--- src/rtl/pdm_pcm_mod.sv ---
// First-order sigma-delta PCM-to-PDM modulator; packs C_NR_OF_BITS PDM bits MSB-first for the serializer.
// Optional LFSR dither on the accumulator carry-in when PDM_PCM_MOD_DITHER_EN is defined.
module pdm_pcm_mod #(
    parameter int C_NR_OF_BITS = 32,
    parameter int C_PCM_WIDTH  = 16,
    parameter int C_OSR        = 64
) (
    input  logic                    clk_i,
    input  logic                    rst_i,
    input  logic                    en_i,
    input  logic [C_PCM_WIDTH-1:0]  pcm_data_i,
    input  logic                    pcm_valid_i,
    output logic                    pcm_ready_o,
    input  logic                    done_i,
    output logic [C_NR_OF_BITS-1:0] data_o,
    output logic                    pcm_underrun_o,
    output logic                    word_underrun_o
);

    localparam int BW = (C_NR_OF_BITS > 1) ? $clog2(C_NR_OF_BITS) : 1;
    localparam int OW = (C_OSR > 1) ? $clog2(C_OSR) : 1;

    // Alternating pattern with LSB set: 50% density, i.e. PDM silence.
    function automatic logic [C_NR_OF_BITS-1:0] mid_pattern();
        logic [C_NR_OF_BITS-1:0] m;
        for (int i = 0; i < C_NR_OF_BITS; i++) begin
            m[i] = ((i % 2) == 0);
        end
        return m;
    endfunction

    localparam logic [C_NR_OF_BITS-1:0] C_MID     = mid_pattern();
    localparam logic [C_PCM_WIDTH-1:0]  C_SIGN    = {1'b1, {(C_PCM_WIDTH-1){1'b0}}};
    localparam logic [BW-1:0]           C_BIT_END = BW'(C_NR_OF_BITS - 1);
    localparam logic [OW-1:0]           C_OSR_END = OW'(C_OSR - 1);

    typedef enum logic [1:0] {
        IDLE  = 2'd0,
        FILL  = 2'd1,
        READY = 2'd2
    } state_t;

    state_t state, state_nxt;

    logic                    buf_valid;
    logic [C_PCM_WIDTH-1:0]  buf_dat;
    logic [C_PCM_WIDTH-1:0]  cur;
    logic [C_PCM_WIDTH-1:0]  acc;
    logic [OW-1:0]           osr_cnt;
    logic [BW-1:0]           bit_cnt;
    logic [C_NR_OF_BITS-1:0] staging;

    logic                    fill_act;
    logic                    word_take;
    logic                    word_miss;
    logic                    fetch;
    logic                    cin;
    logic [C_PCM_WIDTH-1:0]  sample;
    logic [C_PCM_WIDTH-1:0]  u;
    logic [C_PCM_WIDTH:0]    sum;

    always_ff @(posedge clk_i) begin
        if (rst_i) begin
            state <= IDLE;
        end else begin
            state <= state_nxt;
        end
    end

    always_comb begin
        state_nxt = state;
        fill_act  = 1'b0;
        word_take = 1'b0;
        word_miss = 1'b0;
        if (!en_i) begin
            state_nxt = IDLE;
        end else begin
            case (state)
                IDLE: begin
                    state_nxt = FILL;
                end
                FILL: begin
                    fill_act  = 1'b1;
                    word_miss = done_i;
                    if (bit_cnt == C_BIT_END) begin
                        state_nxt = READY;
                    end
                end
                READY: begin
                    if (done_i) begin
                        word_take = 1'b1;
                        state_nxt = FILL;
                    end
                end
                default: begin
                    state_nxt = IDLE;
                end
            endcase
        end
    end

    assign pcm_ready_o = en_i & ~buf_valid;

    // A fetch on an empty buffer plays midscale; a sample arriving that same cycle waits for the next fetch.
    assign fetch  = (osr_cnt == '0);
    assign sample = fetch ? (buf_valid ? buf_dat : '0) : cur;
    assign u      = sample ^ C_SIGN;
    assign sum    = {1'b0, acc} + {1'b0, u} + {{C_PCM_WIDTH{1'b0}}, cin};

`ifdef PDM_PCM_MOD_DITHER_EN
    logic [15:0] lfsr;

    always_ff @(posedge clk_i) begin
        if (rst_i || !en_i) begin
            lfsr <= 16'hACE1;
        end else if (fill_act) begin
            lfsr <= {lfsr[14:0], lfsr[15] ^ lfsr[13] ^ lfsr[12] ^ lfsr[10]};
        end
    end

    assign cin = lfsr[0];
`else
    assign cin = 1'b0;
`endif

    always_ff @(posedge clk_i) begin
        if (rst_i || !en_i) begin
            buf_valid       <= 1'b0;
            buf_dat         <= '0;
            cur             <= '0;
            acc             <= '0;
            osr_cnt         <= '0;
            bit_cnt         <= '0;
            staging         <= '0;
            data_o          <= C_MID;
            pcm_underrun_o  <= 1'b0;
            word_underrun_o <= 1'b0;
        end else begin
            if (pcm_valid_i && pcm_ready_o) begin
                buf_dat   <= pcm_data_i;
                buf_valid <= 1'b1;
            end
            if (fill_act) begin
                if (fetch) begin
                    cur <= sample;
                    if (buf_valid) begin
                        buf_valid <= 1'b0;
                    end else begin
                        pcm_underrun_o <= 1'b1;
                    end
                end
                acc     <= sum[C_PCM_WIDTH-1:0];
                staging <= {staging[C_NR_OF_BITS-2:0], sum[C_PCM_WIDTH]};
                osr_cnt <= (osr_cnt == C_OSR_END) ? '0 : osr_cnt + 1'b1;
                bit_cnt <= (bit_cnt == C_BIT_END) ? '0 : bit_cnt + 1'b1;
            end
            // The serializer still needs something to play if it outruns the fill.
            if (word_miss) begin
                data_o          <= C_MID;
                word_underrun_o <= 1'b1;
            end else if (word_take) begin
                data_o <= staging;
            end
        end
    end

endmodule

--- config.mk ---
export PLATFORM = sky130hd
export DESIGN_NAME = pdm_pcm_mod
export DESIGN_NICKNAME = d
export VERILOG_FILES = /design/src/rtl/pdm_pcm_mod.sv
export SDC_FILE = /design/constraint.sdc
export NUM_CORES = 1
export LEC_CHECK = 0
export ABC_AREA = 1
export CELL_PAD_IN_SITES_DETAIL_PLACEMENT = 1
export CELL_PAD_IN_SITES_GLOBAL_PLACEMENT = 2
export CORE_MARGIN = 2
export CORE_UTILIZATION = 39
export DETAILED_ROUTE_END_ITERATION = 8
export DONT_BUFFER_PORTS = 1
export GPL_ROUTABILITY_DRIVEN = 0
export PLACE_DENSITY = 0.93
export REMOVE_ABC_BUFFERS = 1
export SLEW_MARGIN = 5
export SYNTH_ARGS = -nofsm -noshare
export SYNTH_HDL_FRONTEND = slang
export SYNTH_SLANG_ARGS = --single-unit
--- constraint.sdc ---
create_clock -name clk_i -period 4 [get_ports clk_i]
set_input_delay 0.4 -clock clk_i [delete_from_list [all_inputs] [get_ports clk_i]]
set_output_delay 0.4 -clock clk_i [all_outputs]
set_load 0.01 [all_outputs]
==> impl_metrics.env, run 1 <==
export IMPL_outcome="completed"
export IMPL_grt_pass1_wl_um=27100
export IMPL_finalNetCount=823
export IMPL_synth_top_cell_area_share_pct=44.5
export IMPL_layout_min_cycle_time_ps=3070
export IMPL_cts_repair_resized=0
export IMPL_numCtsBuffers=17
export IMPL_routed_wl_um=15900
export IMPL_viasPerCell=5.20
export IMPL_finalSetupViolCount=0
export IMPL_finalHoldViolCount=0
export IMPL_detail_route_antenna_nets=0
export IMPL_synth_top_area_cell="dfxtp_1"
export IMPL_cts_root_buf="clkbuf_16"
export IMPL_clk_pin_slew_worst_paths_ps=60
export IMPL_async_flop_share_pct=0
export IMPL_reg2regPathDepth=17
export IMPL_cts_max_path_buffers=2
export IMPL_ios=56
export IMPL_start_util_pct=39.8
export IMPL_ys_warn_count=0
export IMPL_tns_ps=0
export IMPL_dp_hpwl_um=10900
export IMPL_worst_setup_path_start_kind="register"
export IMPL_worstPathMaxFanout=13
export IMPL_end_kind="register"
export IMPL_min_path_cells=2
export IMPL_cts_tree="built"
export IMPL_multi_input_area_sq_um=2600
export IMPL_cts_max_level=4
export IMPL_grt_max_degree=48
export IMPL_vias=5087
export IMPL_area_growth_pct=12.1
export IMPL_synth_seq_cells=128
export IMPL_post_cts_setup_buffers=0
export IMPL_worst_pin_slew_ps=952
export IMPL_synth_edff_count=0
export IMPL_cp_required_ps=4360
export IMPL_p_leak_nw=2.81
export IMPL_fp_dieArea_sq_um=15700
export IMPL_hold_ws_ps=146
export IMPL_fmax_mhz=326
export IMPL_synth_area_sq_um=5760
export IMPL_wire_per_inst_um=16.3
export IMPL_synth_flop_cell="dfxtp_1"
export IMPL_synth_area_leaders="dfxtp_1, nand2_1, a21oi_1, o21ai_0, inv_1"
export IMPL_finalMaxSlewViolations=0
export IMPL_fp_dieH_um=125
export IMPL_placementRows=44
export IMPL_gr_total_overflow=0
export IMPL_layout_drive_gt1_share_pct=6.05
export IMPL_ir_drop_v=0.000299
export IMPL_die_w_um=125
export IMPL_grt_pass1_vias=5450
export IMPL_drt_iter0_markers=286
export IMPL_rsz0062_at_grt="no"
export IMPL_layout_common_cells="nand2_1, dfxtp_1, inv_1"
export IMPL_antenna_found_initial=0
export IMPL_ys_types=30
export IMPL_post_route_period_util_pct=76.8
export IMPL_core_area_sq_um=14500
export IMPL_clk_latency_ps=420
export IMPL_drcViolationCount=0
export IMPL_critPathKind="reg -> reg"
export IMPL_fillers=1794
export IMPL_track_usage_pct=21.1
export IMPL_relSlewSlack_pct=36.5
export IMPL_hold_class="in -> reg"
export IMPL_cap_viol_max_count=0
export IMPL_crit_arrival_ps=3440
export IMPL_drt_pass1_iter_count=5
export IMPL_pwr_density_cell_nw_per_um2=468
export IMPL_ys_seq_area_share_pct=44.5
export IMPL_netlist_instances=796
export IMPL_fin_worst_skew_ps=9.33
export IMPL_seq_area_sq_um=2560
export IMPL_hold_buffers=0
export IMPL_layout_commonest_cell="nand2_1"
export IMPL_insertedDiodeCount=0
export IMPL_fin_util_pct=44.6
export IMPL_portBuffers=0
export IMPL_cts_sinks=128
export IMPL_syn_avg_cell_area_sq_um=7.23
[layout make-up]
class / count / area share (%)
Multi-Input combinational cell: 517 / 40.3
Clock buffer: 19 / 6.71
Timing Repair Buffer: 7 / 0.815
Inverter: 110 / 6.40
Clock inverter: 13 / 2.52
Tap cell: 184 / 3.57
Sequential cell: 128 / 39.7
[final timing paths]
check	endpoint	from	slack (ps)
min	buf_dat[4]	pcm_data_i[4]	150
min reg2reg	osr_cnt[5]	osr_cnt[5]	470
max reg2reg	acc[12]	osr_cnt[1]	930
max	acc[12]	osr_cnt[1]	930
[registers in the layout, summed over array words and instances (netlist names)]
| register | flops |
|---|---|
| buf_valid | 1 |
| state | 2 |
| pcm_underrun_o | 1 |
| staging | 32 |
| word_underrun_o | 1 |
| buf_dat | 16 |
| bit_cnt | 5 |
| data_o | 32 |
| cur | 16 |
| acc | 16 |
| osr_cnt | 6 |
[routing by layer]
layer / share of wire, % / routed length (um) / up-vias / track usage [%]
met2: 49 / 7800 / 87 / 35.9
met3: 5.6 / 897 / 6 / 4.88
met1: 45 / 7140 / 2432 / 27.0
met4: 0.60 / 96 / 0 / 5.62
met5: 0 / 0 / - / 0
li1: - / - / 2562 / -
[worst max-delay path: stages (launching register included)]
cell and delay, ps:
dfxtp_1 320, inv_1 90, ha_1 150, nor3b_1 170, nand3_1 370, o21ai_0 370
ha_1 220, inv_1 60, fa_1 400, inv_1 90, nand3_1 60, nand3_1 150
nand3_1 170, nand3_1 150, nand2_1 70, nand3_1 70, nand2_1 50, inv_1 50
[Yosys cell counts, types with 2 or more instances]
cell type / instances
o21ai_0: 82
nor2_4: 3
o21a_1: 2
nand4_1: 2
a21oi_1: 102
o211ai_1: 13
nor3b_1: 2
nor3_1: 7
xor2_1: 6
ha_1: 20
inv_1: 104
inv_2: 5
buf_2: 18
nor2_1: 52
nor2_2: 2
and2_1: 2
dfxtp_1: 128
nand3_1: 44
nand2_1: 155
clkbuf_1: 21
a31oi_1: 2
o21ai_1: 15
buf_4: 2
[logic make-up after synthesis]
group,synth area share [%]
flops,44.5
xor+xnor,0.913
fa+ha+maj,4.69
buf+inv,10.4
simple gates,19.8
compound gates,19.7
[power by group]
| part | switching, mW | total (mW) | internal, mW |
|---|---|---|---|
| registers | 0.0174 | 1.32 | 1.30 |
| logic | 0.0965 | 0.133 | 0.0368 |
| clock network | 0.585 | 1.57 | 0.981 |
[per-stage QoR]
step / worst slack, ps / area, sq um / std cells / power (mW)
5_1_grt: 670 / 6450 / 978 / 3.13
2_1_floorplan: 950 / 5570 / 755 / 1.43
3_3_place_gp: 1150 / 5860 / 946 / 1.47
6_report: 928 / 6450 / 978 / 3.02
4_1_cts: 972 / 6450 / 978 / 3.05
3_5_place_dp: 1010 / 5860 / 946 / 1.48
Note: power is estimated with default switching activity, not from simulation.
==> run 2: changes to the inputs <==
Settings changed: CORE_UTILIZATION 39 to 33, PLACE_DENSITY 0.93 to 0.85.
Clock period 4 ns to 2.8 ns, I/O delays scaled along.
==> impl_metrics.env, run 2 (synthesized netlist as in run 1, its figures left out) <==
export IMPL_start_util_pct=33.5
export IMPL_routed_wl_um=15400
export IMPL_pwr_density_cell_nw_per_um2=628
export IMPL_wire_per_inst_um=14.9
export IMPL_reg2reg_to="acc[8]"
export IMPL_drt_pass1_iter_count=4
export IMPL_min_path_cells=2
export IMPL_cap_viol_max_count=0
export IMPL_relSlewSlack_pct=58.5
export IMPL_grt_pass1_wl_um=24900
export IMPL_multi_input_area_sq_um=2670
export IMPL_placementRows=48
export IMPL_fmax_mhz=388
export IMPL_post_route_period_util_pct=92.0
export IMPL_grt_max_degree=57
export IMPL_crit_arrival_ps=2890
export IMPL_cts_tree="built"
export IMPL_drt_iter0_markers=254
export IMPL_grt_util_met2_pct=28.4
export IMPL_cts_root_buf="clkbuf_16"
export IMPL_rr_startpoint="osr_cnt[1]"
export IMPL_clk_latency_ps=430
export IMPL_top_usage_layer="met2"
export IMPL_detail_route_antenna_nets=0
export IMPL_track_usage_pct=17.4
export IMPL_fillers=2170
export IMPL_dp_hpwl_um=10500
export IMPL_holdPathEnd="buf_dat[12]"
export IMPL_core_area_sq_um=17200
export IMPL_p_leak_nw=2.91
export IMPL_reg2reg_slack_ps=220
export IMPL_cts_sinks=128
export IMPL_worst_pin_slew_ps=621
export IMPL_reg_top3="data_o (32), staging (32)"
export IMPL_setup_ws_ps=223
export IMPL_viasPerCell=4.87
export IMPL_post_place_ws_ps=41.5
export IMPL_antenna_found_initial=0
export IMPL_fin_util_pct=39.1
export IMPL_layout_drive_gt1_share_pct=9.23
export IMPL_clk_pin_slew_worst_paths_ps=60
export IMPL_insertedDiodeCount=0
export IMPL_area_growth_pct=16.8
export IMPL_use_met3_pct=4.74
export IMPL_fp_dieH_um=136
export IMPL_gr_total_overflow=0
export IMPL_finalSetupViolCount=0
export IMPL_layout_common_cells="nand2_1, dfxtp_1, inv_1"
export IMPL_reg2regPathDepth=17
export IMPL_stdcell_count=1038
export IMPL_finalHoldViolCount=0
export IMPL_finalNetCount=842
export IMPL_vias=5051
export IMPL_ios=56
export IMPL_die_w_um=136
export IMPL_fp_dieArea_sq_um=18500
export IMPL_startpoint="osr_cnt[1]"
export IMPL_placed_area_sq_um=6010
export IMPL_worstPathMaxFanout=4
export IMPL_end_kind="register"
export IMPL_numCtsBuffers=17
export IMPL_cp_required_ps=3120
export IMPL_grtUsageMet1_pct=22.1
export IMPL_finalMaxSlewViolations=0
export IMPL_portBuffers=0
export IMPL_placed_cells=998
export IMPL_critPathKind="reg -> reg"
export IMPL_cts_max_path_buffers=2
export IMPL_finalInstanceArea_sq_um=6720
export IMPL_grt_pass1_vias=5002
export IMPL_seq_area_sq_um=2560
export IMPL_worst_setup_path_start_kind="register"
export IMPL_hold_ws_ps=17.4
export IMPL_outcome="completed"
export IMPL_ir_drop_v=0.000485
export IMPL_hold_path_startpoint="pcm_data_i[12]"
export IMPL_cts_max_level=4
export IMPL_drcViolationCount=0
export IMPL_layout_min_cycle_time_ps=2580
export IMPL_layout_commonest_cell="nand2_1"
export IMPL_hold_class="in -> reg"
export IMPL_fin_worst_skew_ps=12.1
[run 2: changes by cell type in the layout (fill, tap and decap cells not counted), moves of 4 or more]
cell and delta:
dlygate4sd3_1 +7, inv_6 +6, buf_4 +11, ha_1 -4
[run 2: where the power goes]
part	total, mW	switching (mW)	internal [mW]
logic	0.212	0.144	0.0680
registers	1.88	0.0203	1.86
clock network	2.13	0.953	1.18
total	4.22	1.12	3.10
[run 2: per-layer routing]
metal	vias to the layer above	share of wire, %
met4	0	1.0
li1	2597	-
met1	2357	47
met2	83	47
met3	14	4.5
met5	-	0
[run 2: worst max-delay path by stage]
stage                   end  slack, ps  depth (start not counted)
floorplan           cur[15]       -250                          9
global placement    acc[15]        130                         17
detailed placement  acc[15]         40                         17
CTS                 acc[15]         20                         17
global route        acc[10]        -10                         18
finish               acc[8]        220                         17
[run 2: per-stage QoR]
| stage | setup TNS, ps | power [mW] |
|---|---|---|
| floorplan | -2220 | 2.04 |
| global placement | 0 | 2.12 |
| detailed placement | 0 | 2.12 |
| CTS | 0 | 4.28 |
| global route | -16.6 | 4.40 |
| finish | 0 | 4.22 |
[run 2: cell type report]
type	instances	share of cell area, %
multi-input cells	517	39.8
inverters	110	6.14
clock inverters	15	2.12
flip-flops and latches	128	38.1
clock buffers	17	6.33
well taps	225	4.19
repair buffers	26	3.35
[run 2: worst max-delay path: stages, from the launching register on]
cell,delay (ps)
dfxtp_1,320
inv_1,60
ha_1,170
nor3b_4,140
nand3_2,130
buf_4,130
nand2_1,40
o21ai_0,100
ha_2,230
inv_1,50
fa_1,390
inv_1,100
nand3_1,80
nand3_2,100
a21oi_1,80
and2_1,130
o21ai_0,150
inv_1,50
[run 2: what timing repair did]
action | 4_1_cts | 5_1_grt
hold buffers | 7 | 0
gates resized for setup | 0 | 17
buffers inserted | 0 | 1
setup endpoints to repair | 0 | 13
endpoints found under the hold margin | 4 | 0
